==> src/rtl/fft_out_reorder_if.sv <==
// Stream interface for fft_out_reorder: bit-reversed input frames from
// fft_chip, natural-order output frames with framing, bin index and
// resync error flag.
interface fft_out_reorder_if #(
    parameter int DW    = 34,
    parameter int LOG2N = 4
);
    logic             in_valid;
    logic             in_sop;
    logic [DW-1:0]    in_data;
    logic             out_valid;
    logic             out_sop;
    logic [LOG2N-1:0] out_idx;
    logic [DW-1:0]    out_data;
    logic             sop_err;

    modport master (
        output in_valid, in_sop, in_data,
        input  out_valid, out_sop, out_idx, out_data, sop_err
    );

    modport slave (
        input  in_valid, in_sop, in_data,
        output out_valid, out_sop, out_idx, out_data, sop_err
    );
endinterface

==> src/rtl/fft_out_reorder.sv <==
// fft_out_reorder: buffers bit-reversed FFT frames in a ping-pong RAM and
// replays each frame in natural bin order with out_sop and out_idx.
// Optional build macro FFT_OUT_REORDER_SCALE_EN: each 17-bit component of
// out_data is arithmetic-shifted right by LOG2N (IFFT normalisation).
//
// state | meaning
// IDLE  | no full bank at rd_bank; a full bank is read starting this cycle
// READ  | streaming rd_bank, rd_cnt = bin being read this cycle
module fft_out_reorder #(
    parameter int DW    = 34,
    parameter int LOG2N = 4
) (
    input logic              clk,
    input logic              rst_n,
    fft_out_reorder_if.slave bus
);
    localparam int N  = 2 ** LOG2N;
    localparam int CW = DW / 2;

    typedef enum logic {IDLE, READ} state_t;

    state_t           state, state_nxt;
    logic             synced;
    logic [LOG2N-1:0] wr_cnt, wr_cnt_eff, wr_addr;
    logic [LOG2N-1:0] rd_cnt;
    logic             wr_bank, rd_bank;
    logic [1:0]       full, full_set, full_clr;
    logic             wr_en, wr_last, rd_fire, rd_last;
    logic [DW-1:0]    rd_word, rd_out;
    logic [DW-1:0]    mem [0:2*N-1];

    function automatic logic [LOG2N-1:0] bit_rev(input logic [LOG2N-1:0] a);
        bit_rev = '0;
        for (int i = 0; i < LOG2N; i++) bit_rev[i] = a[LOG2N-1-i];
    endfunction

    // Write-side decode: an in_sop restarts the frame at address 0.
    always_comb begin
        wr_en      = bus.in_valid & (synced | bus.in_sop);
        wr_cnt_eff = bus.in_sop ? '0 : wr_cnt;
        wr_addr    = bit_rev(wr_cnt_eff);
        wr_last    = wr_en & (wr_cnt_eff == LOG2N'(N - 1));
        full_set   = {wr_last & wr_bank, wr_last & ~wr_bank};
        full_clr   = {rd_last & rd_bank, rd_last & ~rd_bank};
    end

    // Write counter, bank pointer, sync flag and resync error pulse.
    always_ff @(posedge clk or negedge rst_n) begin
        if (!rst_n) begin
            synced      <= 1'b0;
            wr_cnt      <= '0;
            wr_bank     <= 1'b0;
            bus.sop_err <= 1'b0;
        end else begin
            bus.sop_err <= bus.in_valid & bus.in_sop & synced & (wr_cnt != '0);
            if (wr_en) begin
                synced <= 1'b1;
                if (wr_last) begin
                    wr_cnt  <= '0;
                    wr_bank <= ~wr_bank;
                end else begin
                    wr_cnt <= wr_cnt_eff + 1'b1;
                end
            end
        end
    end

    // Ping-pong sample RAM; contents survive reset.
    always_ff @(posedge clk) begin
        if (wr_en) mem[{wr_bank, wr_addr}] <= bus.in_data;
    end

    // Bank-full flags; set and clear never target the same bank on one edge.
    always_ff @(posedge clk or negedge rst_n) begin
        if (!rst_n) full <= 2'b00;
        else        full <= (full & ~full_clr) | full_set;
    end

    // Read FSM next state: IDLE already reads bin 0 to get 1-cycle turnaround.
    always_comb begin
        state_nxt = state;
        rd_fire   = 1'b0;
        case (state)
            IDLE: begin
                if (full[rd_bank]) begin
                    rd_fire   = 1'b1;
                    state_nxt = READ;
                end
            end
            READ: begin
                rd_fire = 1'b1;
                if ((rd_cnt == LOG2N'(N - 1)) && !full[~rd_bank]) state_nxt = IDLE;
            end
            default: state_nxt = IDLE;
        endcase
        rd_last = rd_fire & (rd_cnt == LOG2N'(N - 1));
    end

    // Read FSM state, read counter and read bank pointer.
    always_ff @(posedge clk or negedge rst_n) begin
        if (!rst_n) begin
            state   <= IDLE;
            rd_cnt  <= '0;
            rd_bank <= 1'b0;
        end else begin
            state <= state_nxt;
            if (rd_fire) rd_cnt <= rd_cnt + 1'b1;
            if (rd_last) rd_bank <= ~rd_bank;
        end
    end

    assign rd_word = mem[{rd_bank, rd_cnt}];

`ifdef FFT_OUT_REORDER_SCALE_EN
    logic signed [CW-1:0] re_s, im_s;
    // Divide each component by N, rounding toward -inf.
    always_comb begin
        re_s   = $signed(rd_word[DW-1:CW]) >>> LOG2N;
        im_s   = $signed(rd_word[CW-1:0]) >>> LOG2N;
        rd_out = {re_s, im_s};
    end
`else
    assign rd_out = rd_word;
`endif

    // Registered outputs; idle cycles drive zeros.
    always_ff @(posedge clk or negedge rst_n) begin
        if (!rst_n) begin
            bus.out_valid <= 1'b0;
            bus.out_sop   <= 1'b0;
            bus.out_idx   <= '0;
            bus.out_data  <= '0;
        end else begin
            bus.out_valid <= rd_fire;
            bus.out_sop   <= rd_fire & (rd_cnt == '0);
            bus.out_idx   <= rd_fire ? rd_cnt : '0;
            bus.out_data  <= rd_fire ? rd_out : '0;
        end
    end
endmodule

==> src/flat_wrapper.sv <==
// flat-port wrapper written by rule: the top's interface ports become plain ports
module fft_out_reorder_flat 
#(
    parameter int DW    = 34,
    parameter int LOG2N = 4
)
  (clk, rst_n, bus_in_valid, bus_in_sop, bus_in_data, bus_out_valid, bus_out_sop, bus_out_idx, bus_out_data, bus_sop_err);
  fft_out_reorder_if #(.DW(DW), .LOG2N(LOG2N)) bus_i ();
  input logic clk;
  input logic rst_n;
  input wire logic [$bits(bus_i.in_valid)-1:0] bus_in_valid;
  input wire logic [$bits(bus_i.in_sop)-1:0] bus_in_sop;
  input wire logic [$bits(bus_i.in_data)-1:0] bus_in_data;
  output wire logic [$bits(bus_i.out_valid)-1:0] bus_out_valid;
  output wire logic [$bits(bus_i.out_sop)-1:0] bus_out_sop;
  output wire logic [$bits(bus_i.out_idx)-1:0] bus_out_idx;
  output wire logic [$bits(bus_i.out_data)-1:0] bus_out_data;
  output wire logic [$bits(bus_i.sop_err)-1:0] bus_sop_err;
  assign bus_i.in_valid = bus_in_valid;
  assign bus_i.in_sop = bus_in_sop;
  assign bus_i.in_data = bus_in_data;
  assign bus_out_valid = bus_i.out_valid;
  assign bus_out_sop = bus_i.out_sop;
  assign bus_out_idx = bus_i.out_idx;
  assign bus_out_data = bus_i.out_data;
  assign bus_sop_err = bus_i.sop_err;
  fft_out_reorder #(.DW(DW), .LOG2N(LOG2N)) u_core (.clk(clk), .rst_n(rst_n), .bus(bus_i));
endmodule
==> config.mk <==
export PLATFORM = sky130hd
export DESIGN_NAME = fft_out_reorder_flat
export DESIGN_NICKNAME = d
export VERILOG_FILES = /design/src/rtl/fft_out_reorder_if.sv /design/src/rtl/fft_out_reorder.sv /design/src/flat_wrapper.sv
export SDC_FILE = /design/constraint.sdc
export NUM_CORES = 1
export LEC_CHECK = 0
export ABC_AREA = 1
export BUFFER_PORTS_ARGS = -buffer_cell sky130_fd_sc_hd__clkbuf_2
export CAP_MARGIN = 20
export CORE_ASPECT_RATIO = 0.75
export CORE_UTILIZATION = 55
export CTS_BUF_LIST = sky130_fd_sc_hd__clkbuf_8
export DETAILED_ROUTE_END_ITERATION = 16
export PLACE_DENSITY = 0.72
export SYNTH_ARGS = -nofsm -noshare
export SYNTH_HDL_FRONTEND = slang
export SYNTH_SLANG_ARGS = --single-unit
==> constraint.sdc <==
create_clock -name clk -period 3.2 [get_ports clk]
set_clock_uncertainty 0.2 [all_clocks]
set_input_delay 0.64 -clock clk [delete_from_list [all_inputs] [get_ports clk]]
set_output_delay 0.64 -clock clk [all_outputs]
set_load 0.01 [all_outputs]
* Word level (Yosys, flattened, before mapping)
Memories as Yosys holds them, arrays and structs flattened. Cells that the tools add are included.
Storage, ports and cells: memory bits (writable) 1088, word-level logic and storage cells 56, register bits 55, memories 1, bits of input ports 38, output and inout bits 41
Memory list:
- u_core.mem | depth 32, bits a word 34, read ports 1, clocked after memory_dff 0, wr ports 1, line fft_out_reorder.sv:30 | logic [DW-1:0] mem [0:2*N-1];
Cells by class: bitwise gates (word level) 18, reductions and logical operators 5, add/sub/neg operators 2, eq/ne operators 2, mux-type cells 14, $lt $le $gt $ge 2
Operators by type and width (number):
- 2-to-1 mux 34 bit | 1
- 2-to-1 mux 4 bit | 3
- bitwise AND 1 bit | 11
- adder 4 x 1 -> 4 bit, second input constant | 2
- equality test 4 bit, second input constant | 2
- 2-to-1 mux 1 bit | 8
- zero test 4 bit | 1
- less-than comparator 1 x 2 -> 1 bit, second input constant | 2
- one-hot mux 1 bit (2 select lines) | 2
- nonzero test 4 bit | 1
- NOT 1 bit | 3
- bitwise AND 2 bit | 1
- NOT 2 bit | 1
- bitwise OR 2 bit | 1
- AND reduction 2 bit | 1
- logical AND 1 bit | 1
- zero test 1 bit | 1
- bitwise OR 1 bit | 1

* Logic depth before layout (Yosys ltp)
depth in word-level cells 9, gate-level depth with buffers 13

* Least setup slack after synthesis
No wires, ideal clock.
path kind input -> register, start input bus_in_valid, end memory u_core.mem[11][0] (enable), stages on the path 5, path slack -0.124 ns, data arrival time 2.699 ns, required time 2.575 ns, cells stage by stage o21ai_0 inv_1 clkbuf_1 nand2_1 nor2_1
Between the ends: longest elaborated chain between the ends 3
Ends and longest elaborated chain:
- from (decl) | line flat_wrapper.sv:11 | input wire logic [$bits(bus_i.in_valid)-1:0] bus_in_valid;
- bitwise AND 1 bit | line fft_out_reorder.sv:39 | wr_en = bus.in_valid & (synced | bus.in_sop);
- 2-to-1 mux 1 bit | line fft_out_reorder.sv:70 | if (wr_en) mem[{wr_bank, wr_addr}] <= bus.in_data;
- 2-to-1 mux 1 bit (implied by the code) | line fft_out_reorder.sv:70
- to (decl) | line fft_out_reorder.sv:30
No other way between the ends.

* Worst setup path in the final report
start register u_core.rd_cnt[1], end register u_core.bus.out_data[2]
Between the ends: longest elaborated chain between the ends 2
Ends and longest elaborated chain:
- from (decl) | line fft_out_reorder.sv:25 | logic [LOG2N-1:0] rd_cnt;
- from (signal assigned) | line fft_out_reorder.sv:107 | if (rd_fire) rd_cnt <= rd_cnt + 1'b1;
- memory (32 x 34 bit)
- 2-to-1 mux 34 bit | line fft_out_reorder.sv:137 | bus.out_data <= rd_fire ? rd_out : '0;
- to (signal assigned) | line fft_out_reorder.sv:137
- to (decl) | line fft_out_reorder_if.sv:24 | output out_valid, out_sop, out_idx, out_data, sop_err
No other way between the ends. A chain may end at the register's enable or synchronous reset.

==> results.yml <==
routing:
  avgRoutedWirePerCell_um: 21.95
  routed_wl_um: 123700
  detail-route-antenna-nets: 0
  viasPerCell: 5.628
  drt_iter0_drc: 4344
  vias: 31731
  drc: 0
  dr.pass1.iters: 6
floorplanning:
  die_area_sq_um: 86530
  die_h_um: 255.0
  initial_core_util_pct: 55.71
  core_sq_um: 84260
  rows: 92
  io-pin-count: 79
  die_w_um: 339.3
yosys:
  synth_edf_count: 1088
  syn_inst: 4218
  synth_ff_type: "edfxtp_1"
  yosys_warnings: 0
  ys_ff_latch: 1143
  yosysSeqAreaShare_pct: 72.54
  yosys.area.top_type: "edfxtp_1"
  async_flop_share_pct: 4.812
  syn-num-nets: 4258
  synth.top_cell.area_share_pct: 69.61
  synthTopCellsByArea: "edfxtp_1, nand2_1, nand3_1"
  avgSynthCellArea_sq_um: 11.13
  synth.cells.most_frequent: "nand2_1, edfxtp_1, nand3_1, nor2_1, inv_1"
  synth.most_common_cell: "nand2_1"
  syn_area_sq_um: 46940
  ys_types: 24
cells_and_area:
  stdcell_area_sq_um: 52380
  seqCellArea_sq_um: 34060
  layout-drive-gt1-share_pct: 10.20
  fillers: 6479
  synthToLayoutAreaGrowth_pct: 11.60
  multi_input_area_sq_um: 10570
  final_util_pct: 62.17
  fin_nets: 4416
clocking:
  cts_buffers: 167
  clock_path_buffers: 3
  cts_sinks: 1143
  clk_pin_slew_ns: 0.06
  cts_root_buf: "clkbuf_8"
  clkLatencyLatePin_ns: 0.83
  h-tree-depth: 4
  cts_tree: "built"
  ctsResizeCount: 0
placed_design:
  gp_congestion: 0.8735
  placed_area_sq_um: 49350
  dp_hpwl_um: 70060
  port_buffers: 78
critical_path:
  path_class: "reg -> reg"
  cp_cell_sequence: "inv_8 -> buf_4 -> nand3_1 -> nand3_1 -> nand2_1 -> nor2_1 -> nand2_1 -> nand2_1 -> nor2_1"
  cp.required_ns: 3.70
  critPathBufInv: 2
  arrival_ns: 3.17
  path_max_fanout: 99
  path_delay_family: "buffers and inverters"
  cp-start-kind: "flop"
  cpMostUsedCell: "nand2_1"
  cp_slowest_cell: "dfrtp_4"
  critPathCaptureType: "flop"
  crit_path_max_incr_delay_ns: 0.58
sta:
  hold_ws_ns: 0.1722
  fmax_mhz: 374.8
  finalSetupViolations: 0
  worst_pin_slew_ns: 0.9426
  drv_slew: 0
  post-route-min-period_ns: 2.668
  finalCritPeriodShare_pct: 83.37
  max-slew-margin-rel_pct: 37.16
  hold_viol: 0
  rsz0062_at_grt: "no"
pwr:
  total_power_w: 0.03489
  vdd_drop_max_mv: 0.5838
  clockPowerShare_pct: 30.4
  p_switching_w: 0.01091
  pwr-share-seq_pct: 47.7
  intPower_w: 0.02398
  swShare_pct: 31.27
  powerDensity_nw_per_um2: 666.1
  comb_power_share_pct: 21.8
  leakage_nw: 20.63
grt:
  overflow: 0
  grt_pass1_vias: 30002
  grt_usage_pct: 28.83
  grt_max_degree: 118
  grt_pass1_wl_um: 184300
  antenna_found_initial: 3
run:
  cap_violations: 0
worst_hold_path:
  hold_class: "in -> async"
status:
  status: "completed"
final cells by class:
cell class	instances	share of cell area [%]
timing repair buffer	218	3.726
inverter	364	2.642
clock inverter	122	0.9913
antenna	1	0.004777
clock buffer	180	4.729
tap	1128	2.694
multi-input combinational	2482	20.18
sequential	1143	65.03
per-stage QoR:
stage	setup WS, ns	instances	TNS (ns)
global route	0.4703	5638	0
CTS	0.5858	5637	0
finish	0.5320	5638	0
detailed placement	0.4111	5332	0
global placement	0.4553	5332	0
floorplan	-0.1245	4218	-26.19
worst register-to-register path, cell delays in order (launching register included):
cell     delay [ns]
dfrtp_4        0.58
inv_8          0.57
buf_4          0.40
nand3_1        0.09
nand3_1        0.10
nand2_1        0.08
nor2_1         0.31
nand2_1        0.09
nand2_1        0.07
nor2_1         0.06
cell usage in the layout (no fill, tap or decap), types with 58 or more instances in the layout:
cell type	instances
nand2_1	1342
buf_4	98
o21ai_0	120
nand3_1	556
clkbuf_2	77
o21ai_1	58
edfxtp_1	1088
nor2_1	329
inv_1	426
clkbuf_8	180
kinds of logic after synthesis:
| group | Yosys count | share of synthesized area [%] |
|---|---|---|
| buffers and inverters | 593 | 5.435 |
| flip-flops | 1143 | 72.54 |
| AO/OA/AOI/OAI | 214 | 2.292 |
| XOR/XNOR | 3 | 0.05599 |
| AND/OR/NAND/NOR | 2262 | 19.60 |
| multiplexers | 1 | 0.02133 |
| adder cells (fa/ha/maj) | 2 | 0.05330 |
registers in the layout, indices dropped and copies added, names as in the netlist, 2 cells and up:
register and cells:
u_core.mem 1088, u_core.bus.out_data 34, u_core.bus.out_idx 4, u_core.wr_cnt 4, u_core.full 2, u_core.rd_cnt 4
what timing repair did:
action	CTS	global route
setup buffers	0	0
hold buffers	3	0
endpoints found under the hold margin	29	0
endpoints found under the setup margin	0	0
power by group through the flow:
stage	clock, W	sequential [W]	combinational [W]
detailed placement	0	0.0170	0.00751
floorplan	0	0.0169	0.00537
global placement	0	0.0170	0.00737
global route	0.0113	0.0167	0.00846
CTS	0.0107	0.0167	0.00755
finish	0.0106	0.0167	0.00762
per-layer routing:
| layer | global-route usage [%] | routed length, um | vias up |
|---|---|---|---|
| li1 | - | - | 14425 |
| met2 | 44.68 | 56080 | 1885 |
| met5 | 0 | 0 | - |
| met1 | 41.51 | 51060 | 15214 |
| met3 | 5.600 | 13780 | 207 |
| met4 | 9.228 | 2827 | 0 |
worst paths after layout:
check                                     endpoint              from  slack [ns]  depth (start not counted)
max reg2reg                 u_core.bus.out_data[2]  u_core.rd_cnt[1]        0.53                          9
min                        u_core.bus.out_data[27]             rst_n        0.17                          2
max                         u_core.bus.out_data[2]  u_core.rd_cnt[1]        0.53                          9
min reg2reg                           u_core.state      u_core.state        0.29                          1
min in group clk                  u_core.wr_cnt[2]        bus_in_sop        0.22                          6
max in group asynchronous  u_core.bus.out_data[15]             rst_n        1.75                          3
Note: power is estimated with default switching activity, not from simulation.
